[src/rtl/seq_detector_param_pkg.sv]
// Shared constants and helpers for the parametrised sequence detector.
// Keeps the legal pattern-length range and history-counter sizing in one place.
package seq_detector_param_pkg;

  localparam int unsigned WIDTH_MIN = 2;
  localparam int unsigned WIDTH_MAX = 16;

  function automatic int unsigned fill_bits(input int unsigned width);
    return (width <= 2) ? 1 : $clog2(width);
  endfunction

endpackage

[src/rtl/sat_counter.sv]
// Saturating up-counter with synchronous clear.
// Clear wins over increment; the count holds at all-ones.
module sat_counter #(
  parameter int unsigned W = 8
) (
  input  logic         clk,
  input  logic         rst_n,
  input  logic         clr,
  input  logic         inc,
  output logic [W-1:0] q
);

  logic [W-1:0] q_q;
  logic [W-1:0] q_d;

  always_comb begin
    q_d = q_q;
    if (clr) begin
      q_d = '0;
    end else if (inc && (q_q != {W{1'b1}})) begin
      q_d = q_q + W'(1);
    end
  end

  always_ff @(posedge clk or negedge rst_n) begin
    if (!rst_n) begin
      q_q <= '0;
    end else begin
      q_q <= q_d;
    end
  end

  assign q = q_q;

endmodule

[src/rtl/seq_detector_param.sv]
// Serial detector for a WIDTH-bit pattern with Mealy and Moore match outputs.
// Matching is gated until WIDTH-1 real bits of history have been collected.
module seq_detector_param
  import seq_detector_param_pkg::*;
#(
  parameter int unsigned         WIDTH   = 4,
  parameter logic [WIDTH-1:0]    PATTERN = 4'b1011,
  parameter int unsigned         COUNT_W = 8
) (
  input  logic               clk,
  input  logic               rst_n,
  input  logic               en,
  input  logic               x,
  input  logic               overlap,
  input  logic               cnt_clr,
  output logic               z_mealy,
  output logic               z_moore,
  output logic [COUNT_W-1:0] match_count
);

  localparam int unsigned FW = fill_bits(WIDTH);
  localparam logic [FW-1:0] FILL_MAX = FW'(WIDTH - 1);

  if ((WIDTH < WIDTH_MIN) || (WIDTH > WIDTH_MAX)) begin : g_bad_width
    $error("seq_detector_param: WIDTH must be in 2..16");
  end

  logic [WIDTH-2:0] hist_q;
  logic [WIDTH-2:0] hist_d;
  logic [FW-1:0]    fill_q;
  logic [FW-1:0]    fill_d;
  logic             z_moore_q;
  logic             z_moore_d;
  logic [WIDTH-1:0] window;
  logic             match;

  assign window = {hist_q, x};

  // State register
  always_ff @(posedge clk or negedge rst_n) begin
    if (!rst_n) begin
      hist_q    <= '0;
      fill_q    <= '0;
      z_moore_q <= 1'b0;
    end else begin
      hist_q    <= hist_d;
      fill_q    <= fill_d;
      z_moore_q <= z_moore_d;
    end
  end

  // Next-state
  always_comb begin
    hist_d    = hist_q;
    fill_d    = fill_q;
    z_moore_d = match;
    unique case (1'b1)
      !en: begin
        hist_d = hist_q;
        fill_d = fill_q;
      end
      match && !overlap: begin
        hist_d = '0;
        fill_d = '0;
      end
      default: begin
        hist_d = window[WIDTH-2:0];
        fill_d = (fill_q == FILL_MAX) ? fill_q : fill_q + FW'(1);
      end
    endcase
  end

  // Outputs
  always_comb begin
    match   = en && (fill_q == FILL_MAX) && (window == PATTERN);
    z_mealy = match;
    z_moore = z_moore_q;
  end

  sat_counter #(
    .W(COUNT_W)
  ) u_cnt (
    .clk  (clk),
    .rst_n(rst_n),
    .clr  (cnt_clr),
    .inc  (match),
    .q    (match_count)
  );

endmodule

[config.mk]
export PLATFORM = sky130hd
export DESIGN_NAME = seq_detector_param
export DESIGN_NICKNAME = d
export VERILOG_FILES = /design/src/rtl/seq_detector_param_pkg.sv /design/src/rtl/sat_counter.sv /design/src/rtl/seq_detector_param.sv
export SDC_FILE = /design/constraint.sdc
export NUM_CORES = 1
export LEC_CHECK = 0
export CAP_MARGIN = 15
export CELL_PAD_IN_SITES_DETAIL_PLACEMENT = 1
export CELL_PAD_IN_SITES_GLOBAL_PLACEMENT = 1
export CORE_AREA = 4 4 53 55
export DETAILED_ROUTE_END_ITERATION = 10
export DIE_AREA = 0 0 57 59
export GPL_TIMING_DRIVEN = 0
export PLACE_DENSITY_LB_ADDON = 0.1
export SLEW_MARGIN = 25
export SYNTH_ARGS = -nofsm -noshare
export SYNTH_HDL_FRONTEND = slang
export SYNTH_SLANG_ARGS = --single-unit
[constraint.sdc]
create_clock -name clk -period 1.6 [get_ports clk]
set_input_delay 0.48 -clock clk [delete_from_list [all_inputs] [get_ports clk]]
set_output_delay 0.48 -clock clk [all_outputs]
set_load 0.01 [all_outputs]
==> metrics.yaml, run 1 <==
status: "finished, violations left"
violations: "negative setup slack"
grt_pass1_vias: 701
finalCriticalPeriod_ps: 1630
path_clk_slew_ps: 80
dieArea_um2: 3360
synth_compound_area_share_pct: 14.3
rsz0062_at_grt: "yes"
yosysWarnings: 0
drt_iter0_drc: 7
fmax_ghz: 0.613
drc: 0
yosysUniqueCellTypes: 33
place.gp.congestion: 0.724
syn_inst: 70
grt_pass1_wl_um: 3260
area_growth_pct: 51.8
setup-tns-final_ps: -30.5
io_buffers: 13
routed_wl_um: 1950
yosysSeqAreaShare_pct: 47.0
synthSimpleGateAreaFrac_pct: 26.0
switchingPower_w: 0.000273
grt_max_degree: 15
slew_headroom_pct: 57.3
wl_per_cell_um: 14.8
drv_slew: 0
postRouteAntennaNets: 0
hold_depth: 1
final_cell_mix: "buf_4, dlygate4sd2_1, dfrtp_1, nor2_1, dfrtp_2"
pwr-share-clk_pct: 23.8
syn_nets: 78
finalHoldViolations: 0
root_buffer: "clkbuf_4"
cts.sinks: 14
vdd_drop_max_mv: 0.500
internal_power_w: 0.000624
grt_antenna_before_repair: 0
worstPathMaxFanout: 6
setup_ws_ps: -30.5
clk_path_buf_depth: 2
crit_arrival_ps: 1150
crit_path_end_kind: "output port"
drv_cap: 0
syn_area_per_cell_um2: 10.7
antenna_cells: 0
hold_buffers: 0
insertion_delay_ps: 280
layout.nets: 111
h-tree-depth: 1
synth_xor_area_share_pct: 2.35
place_inst: 113
cts_tree: "yes"
place_ws_ps: -913
viasPerCell: 5.07
start_kind: "flip-flop"
cts_buffers: 3
num_rows: 18
fin_skew_ps: 4.08
timing.critical_path.to: "z_mealy"
synthMuxAreaShare_pct: 4.36
hold_path.class: "reg2reg"
ys_ff_latch: 14
final_cells: 132
synth_fa_ha_area_share_pct: 3.36
hpwl_um: 1240
hold_ws_ps: 536
fin_crit_sh_pct: 102
dr.pass1.iters: 4
reg2reg_setup_slack_ps: 10
setup_viol: 1
final_common_cell: "buf_4"
synth_top_family_by_area: "simple AND/OR/NAND/NOR gates"
die_height_um: 59
p_leak_nw: 0.507
drive_gt1_share_pct: 38.2
seqPwrFrac_pct: 47.5
ios: 16
r2r_cells: 6
crit_type: "reg2out"
grtUsageTotal_pct: 12.5
fp.dieW_um: 57
dr_total_vias: 669
rr_endpoint: "u_cnt.q[1]"
r2r_start: "u_cnt.q[1]"
power.density_nw_per_um2: 793
comb_power_share_pct: 28.7
placeableCoreArea_um2: 2390
overflow: 0
syn_area_um2: 746
switching_share_pct: 30.4
cp.required_ps: 1120
tightest_slew_ps: 639
initial_core_util_pct: 31.2
startpoint: "fill_q[0]"
==> area by class of cell <==
cell class                      instances  area, um2
Buffer                                  2       8.76
Clock buffer                            4       26.3
Fill cell                             286       1250
Inverter                                3       11.3
Multi-Input combinational cell         51        457
Sequential cell                        14        357
Tap cell                               30       37.5
Timing Repair Buffer                   28        235
==> cells by family (layout without fill, tap and decap cells) <==
logic type	Yosys count	count (layout)
DFF	14	14
and+or+nand+nor	32	32
adders and majority gates	2	2
buffers and inverters	5	37
AOI/OAI and AO/OA	12	12
xor gates and xnor gates	2	2
muxes	3	3
==> registers in the layout, summed over array words and instances, names as in the netlist <==
| signal | count |
|---|---|
| u_cnt.q | 8 |
| z_moore | 1 |
| fill_q | 2 |
| hist_q | 3 |
==> power by group through the flow <==
| stage | Sequential (W) | Combinational (W) | Clock (W) |
|---|---|---|---|
| final | 0.000427 | 0.000257 | 0.000213 |
| after global routing | 0.000432 | 0.000286 | 0.000241 |
| after CTS | 0.000427 | 0.000237 | 0.000217 |
| after detailed placement | 0.000425 | 0.000150 | 0 |
| after global placement | 0.000422 | 0.000144 | 0 |
| after floorplan | 0.000419 | 0.000107 | 0 |
==> worst min path at each step <==
stage / startpoint / endpoint / slack (ps)
final: u_cnt.q[4] / u_cnt.q[4] / 540
after global routing: u_cnt.q[4] / u_cnt.q[4] / 570
after CTS: u_cnt.q[4] / u_cnt.q[4] / 540
after detailed placement: fill_q[1] / fill_q[1] / 500
after global placement: fill_q[1] / fill_q[1] / 490
after floorplan: rst_n / fill_q[0] / 180
==> routing by layer <==
metal  track usage (%)  routed length [um]  vias up  share of wire, %
met2              20.4                1010       13                52
met4              5.63                  36        0               1.8
li1                  -                   -      320                 -
met5                 0                   0        -                 0
met3              2.18                  55        4               2.8
met1              16.3                 855      332                44
==> worst max-delay path: stages, from the launching register on <==
cell,delay (ps)
dfrtp_1,400
ha_4,180
nand2_8,70
nor2_4,100
buf_6,110
==> cells in the mapped netlist, drive strengths merged <==
master   count  area share, %
o22ai        2            1.7
and3         2            2.3
a2111oi      1            2.0
and4         1            1.2
o21ai        1           0.67
xnor2        2            2.3
a211oi       4            5.7
nor3b        1            1.0
a21oi        1           0.67
buf          2            1.2
mux2i        1            1.3
mux2         2            3.0
nor2b        1           0.84
nor3         3            2.0
inv          3            1.5
nand4b       1            3.2
a21bo        1            1.3
nand2        5            2.9
nor4         3            3.4
nand3b       1            1.0
a31o         1            1.2
a21o         1            1.0
ha           2            3.4
dfrtp       14             47
nand4        2            1.7
nor2         9            4.5
nand3        3            2.0
==> repair_timing <==
action                                  in CTS  in global routing
pin swaps                                    4                  3
endpoints found under the setup margin      17                  6
resized for setup                           26                  5
gates cloned                                 0                  0
buffers inserted                            13                  2
==> stage by stage <==
stage / instance area (um2) / power [W] / utilization, %
after floorplan: 752 / 0.000526 / -
after global placement: 920 / 0.000566 / 38.5
after detailed placement: 920 / 0.000574 / 38.5
after CTS: 1080 / 0.000881 / 45.3
after global routing: 1130 / 0.000959 / 47.4
final: 1130 / 0.000898 / 47.4
Note: power is estimated with default switching activity, not from simulation.
==> run 2: changes to the inputs <==
CAP_MARGIN = 20   (was 15)
CORE_AREA = 10 10 59 61   (was 4 4 53 55)
DIE_AREA = 0 0 69 71   (was 0 0 57 59)
==> metrics.yaml, run 2 (synthesized netlist as in run 1, its figures left out) <==
h-tree-depth: 1
p_leak_nw: 0.518
multi_input_area_um2: 430
fin_skew_ps: 1.11
place.gp.congestion: 0.691
layout.nets: 112
power.density_nw_per_um2: 837
total_power_w: 0.000936
dieArea_um2: 4900
grtUsageTotal_pct: 8.65
initial_core_util_pct: 31.2
status: "finished, violations left"
holdPathEnd: "z_moore"
cp.required_ps: 1120
drive_gt1_share_pct: 40.8
setup_ws_ps: -51.7
grt_antenna_before_repair: 0
fin_crit_sh_pct: 103
hpwl_um: 1310
crit_path_end_kind: "output port"
placeableCoreArea_um2: 2390
tightest_slew_ps: 629
routed_wl_um: 2140
fp.dieW_um: 69
num_rows: 18
cts_tree: "yes"
cts_buffers: 3
grt_max_degree: 15
reg2reg_setup_slack_ps: -30
finalHoldViolations: 0
area_growth_pct: 50.0
worst_path_dominant_cell_family: "flip-flops"
worst-path-buf-inv: 1
hold_ws_ps: 506
placed_cell_area_um2: 920
vdd_drop_max_mv: 0.510
drc: 0
path_clk_slew_ps: 90
final_cells: 133
postRouteAntennaNets: 0
overflow: 0
start_kind: "flip-flop"
clk_path_buf_depth: 2
io_buffers: 13
slew_headroom_pct: 57.9
final_common_cell: "buf_4"
die_height_um: 71
dr.pass1.iters: 4
cts.sinks: 14
hold_buffers: 0
register_area_um2: 357
wl_per_cell_um: 16.1
viasPerCell: 5.01
place_ws_ps: -927
ios: 16
finalCriticalPeriod_ps: 1650
setup_viol: 3
timing.critical_path.cells: "ha_4 > nand2_4 > nor2_4 > buf_6"
drt_iter0_drc: 18
worstPathMaxFanout: 3
hold_path.class: "in2reg"
rsz0062_at_grt: "yes"
largest_reg_flops: 8
violations: "negative setup slack"
crit_type: "reg2out"
slowest_delay_ps: 410
critPathSlowestCell: "dfrtp_1"
fmax_ghz: 0.605
crit_arrival_ps: 1170
insertion_delay_ps: 290
drv_cap: 0
antenna_cells: 0
hold_start: "en"
rr_endpoint: "u_cnt.q[5]"
place_inst: 113
drv_slew: 0
r2r_cells: 6
grt_pass1_vias: 693
fill_cells: 295
root_buffer: "clkbuf_4"
dr_total_vias: 666
grt_pass1_wl_um: 3460
r2r_start: "u_cnt.q[1]"
design_area_um2: 1120
final_cell_mix: "buf_4, dfrtp_1, nor2_1, dlygate4sd2_1, dfrtp_2"
hold_depth: 3
run 2: final cells by class:
cell class	instances	share of cell area (%)
plain buffers	2	0.783
inverters	3	1.01
multi-input cells	51	38.5
well taps	30	3.36
flip-flops and latches	14	31.9
repair buffers	29	21.3
clock buffers	4	3.24
run 2: how the worst max path moves through the flow:
stage / start / end / slack (ps) / cells past startpoint
3_5_place_dp: x / z_mealy / -930 / 4
5_1_grt: fill_q[0] / z_mealy / -130 / 4
6_report: fill_q[0] / z_mealy / -50 / 4
4_1_cts: hist_q[1] / z_mealy / -160 / 3
2_1_floorplan: u_cnt.q[0] / u_cnt.q[5] / 20 / 5
3_3_place_gp: x / z_mealy / -940 / 4
run 2: power breakdown:
group | internal (W) | leakage, nW | switching [W]
clock network | 0.000139 | 0.0210 | 0.000131
registers | 0.000390 | 0.178 | 0.0000362
logic | 0.000127 | 0.319 | 0.000113
run 2: stage by stage:
step | setup TNS (ps) | util, %
global placement | -4860 | 38.5
CTS | -162 | 44.2
floorplan | 0 | -
global route | -304 | 46.9
detailed placement | -5020 | 38.5
finish | -99.5 | 46.9
run 2: what timing repair did:
item | in CTS | in global routing
setup buffers | 12 | 4
gates resized for setup | 21 | 10
pin swaps | 4 | 4
endpoints found under the setup margin | 17 | 7
run 2: tightest hold or removal path, cell delays in order:
cell     delay [ps]
buf_2           160
nand2_4          90
nor2_4           40
run 2: layer usage:
layer  track usage (%)  wire length (um)  vias to the layer above
met3              2.51                85                        5
met4              5.37                47                        0
li1                  -                 -                      321
met1              9.46               934                      328
met5                 0                 0                        -
met2              14.4              1070                       12
==> run 3: changes to the inputs <==
CTS_BUF_LIST = sky130_fd_sc_hd__clkbuf_16   (was unset)
clock period = 1.4 ns   (was 1.6 ns; I/O delays follow)
==> metrics.yaml, run 3 (synthesized netlist as in run 1, its figures left out) <==
status: "finished, violations left"
violations: "negative setup slack"
placeableCoreArea_um2: 2390
h-tree-depth: 1
fmax_ghz: 0.640
tightest_slew_ps: 627
cts_buffers: 3
viasPerCell: 5.19
setup_ws_ps: -161
cp.required_ps: 1540
p_leak_nw: 0.575
drt_iter0_drc: 21
io_buffers: 13
final_cells: 138
clk_path_buf_depth: 2
grt_max_degree: 15
worstPathMaxFanout: 2
hold_path.class: "in2reg"
finalCriticalPeriod_ps: 1560
initial_core_util_pct: 31.2
fill_cells: 266
ios: 16
place.gp.congestion: 0.657
grtUsageTotal_pct: 10.1
layout.nets: 117
crit_arrival_ps: 1700
die_height_um: 71
largest_reg_flops: 8
postRouteAntennaNets: 0
rsz0062_at_grt: "yes"
area_growth_pct: 74.0
start_kind: "flip-flop"
routed_wl_um: 2480
num_rows: 18
crit_type: "reg2reg"
root_buffer: "clkbuf_16"
path_clk_slew_ps: 50
drv_cap: 0
drv_slew: 0
finalHoldViolations: 0
cts.sinks: 14
placed_cell_area_um2: 931
final_cell_mix: "buf_4, dfrtp_1, nor2_1, buf_6, dfrtp_2"
design_area_um2: 1300
final_common_cell: "buf_4"
insertion_delay_ps: 250
grt_antenna_before_repair: 0
hold_buffers: 0
grt_pass1_vias: 846
dr.pass1.iters: 2
cts_tree: "yes"
overflow: 0
hpwl_um: 1350
drc: 0
wl_per_cell_um: 18.0
drive_gt1_share_pct: 49.1
slew_headroom_pct: 58.1
fin_skew_ps: 1.62
setup_viol: 9
fin_crit_sh_pct: 112
multi_input_area_um2: 498
dr_total_vias: 716
place_inst: 113
antenna_cells: 0
crit_path_end_kind: "flip-flop"
vdd_drop_max_mv: 0.744
power.density_nw_per_um2: 1090
dieArea_um2: 4900
grt_pass1_wl_um: 4060
fp.dieW_um: 69
register_area_um2: 357
run 3: cell type report:
cell class | instances | area share (%)
inverters | 3 | 0.868
flip-flops and latches | 14 | 27.5
multi-input cells | 51 | 38.4
clock inverters | 1 | 0.289
clock buffers | 3 | 5.79
well taps | 30 | 2.89
plain buffers | 2 | 0.675
repair buffers | 34 | 23.6
run 3: power breakdown:
part	internal, W	switching [W]
Sequential	0.000448	0.0000431
Clock	0.000378	0.000172
Combinational	0.000209	0.000162
Total	0.00104	0.000377
run 3: path summary, 6_finish.rpt:
kind,start,to,slack (ps),depth (start not counted)
min,en,hist_q[0],530,3
max,u_cnt.q[0],u_cnt.q[5],-160,6
min in group asynchronous,rst_n,u_cnt.q[5],570,1
min reg2reg,hist_q[2],hist_q[2],570,1
max reg2reg,u_cnt.q[0],u_cnt.q[5],-160,6
max in group asynchronous,rst_n,u_cnt.q[4],390,1
run 3: critical path, cell delays in order (launching register included):
cell      delay, ps
dfrtp_2         420
ha_4            170
and4_4          200
a211oi_4        240
buf_4           170
a211oi_2         50
a31o_1          200
run 3: per-stage QoR:
stage	hold slack [ps]	utilization, %	total power (W)	TNS (ps)	setup WS, ps
2_1_floorplan	124	-	0.000602	-472	-148
3_3_place_gp	488	39.0	0.000648	-6830	-1040
3_5_place_dp	494	39.0	0.000656	-7080	-1050
4_1_cts	524	51.0	0.00134	-798	-196
5_1_grt	549	54.4	0.00150	-1620	-240
6_report	531	54.4	0.00141	-817	-161
run 3: repair_timing:
| item | 4_1_cts | 5_1_grt |
|---|---|---|
| gates resized for setup | 42 | 12 |
| pin swaps | 11 | 5 |
| setup endpoints to repair | 22 | 15 |
| buffers inserted | 16 | 6 |
run 3: layer usage:
| layer | routed length [um] | up-vias | part of all wire (%) | GRT usage, % |
|---|---|---|---|---|
| met1 | 959 | 359 | 39 | 9.64 |
| li1 | - | 334 | - | - |
| met4 | 102 | 0 | 4.1 | 6.04 |
| met5 | 0 | - | 0 | 0 |
| met3 | 79 | 9 | 3.2 | 1.67 |
| met2 | 1340 | 14 | 54 | 19.8 |
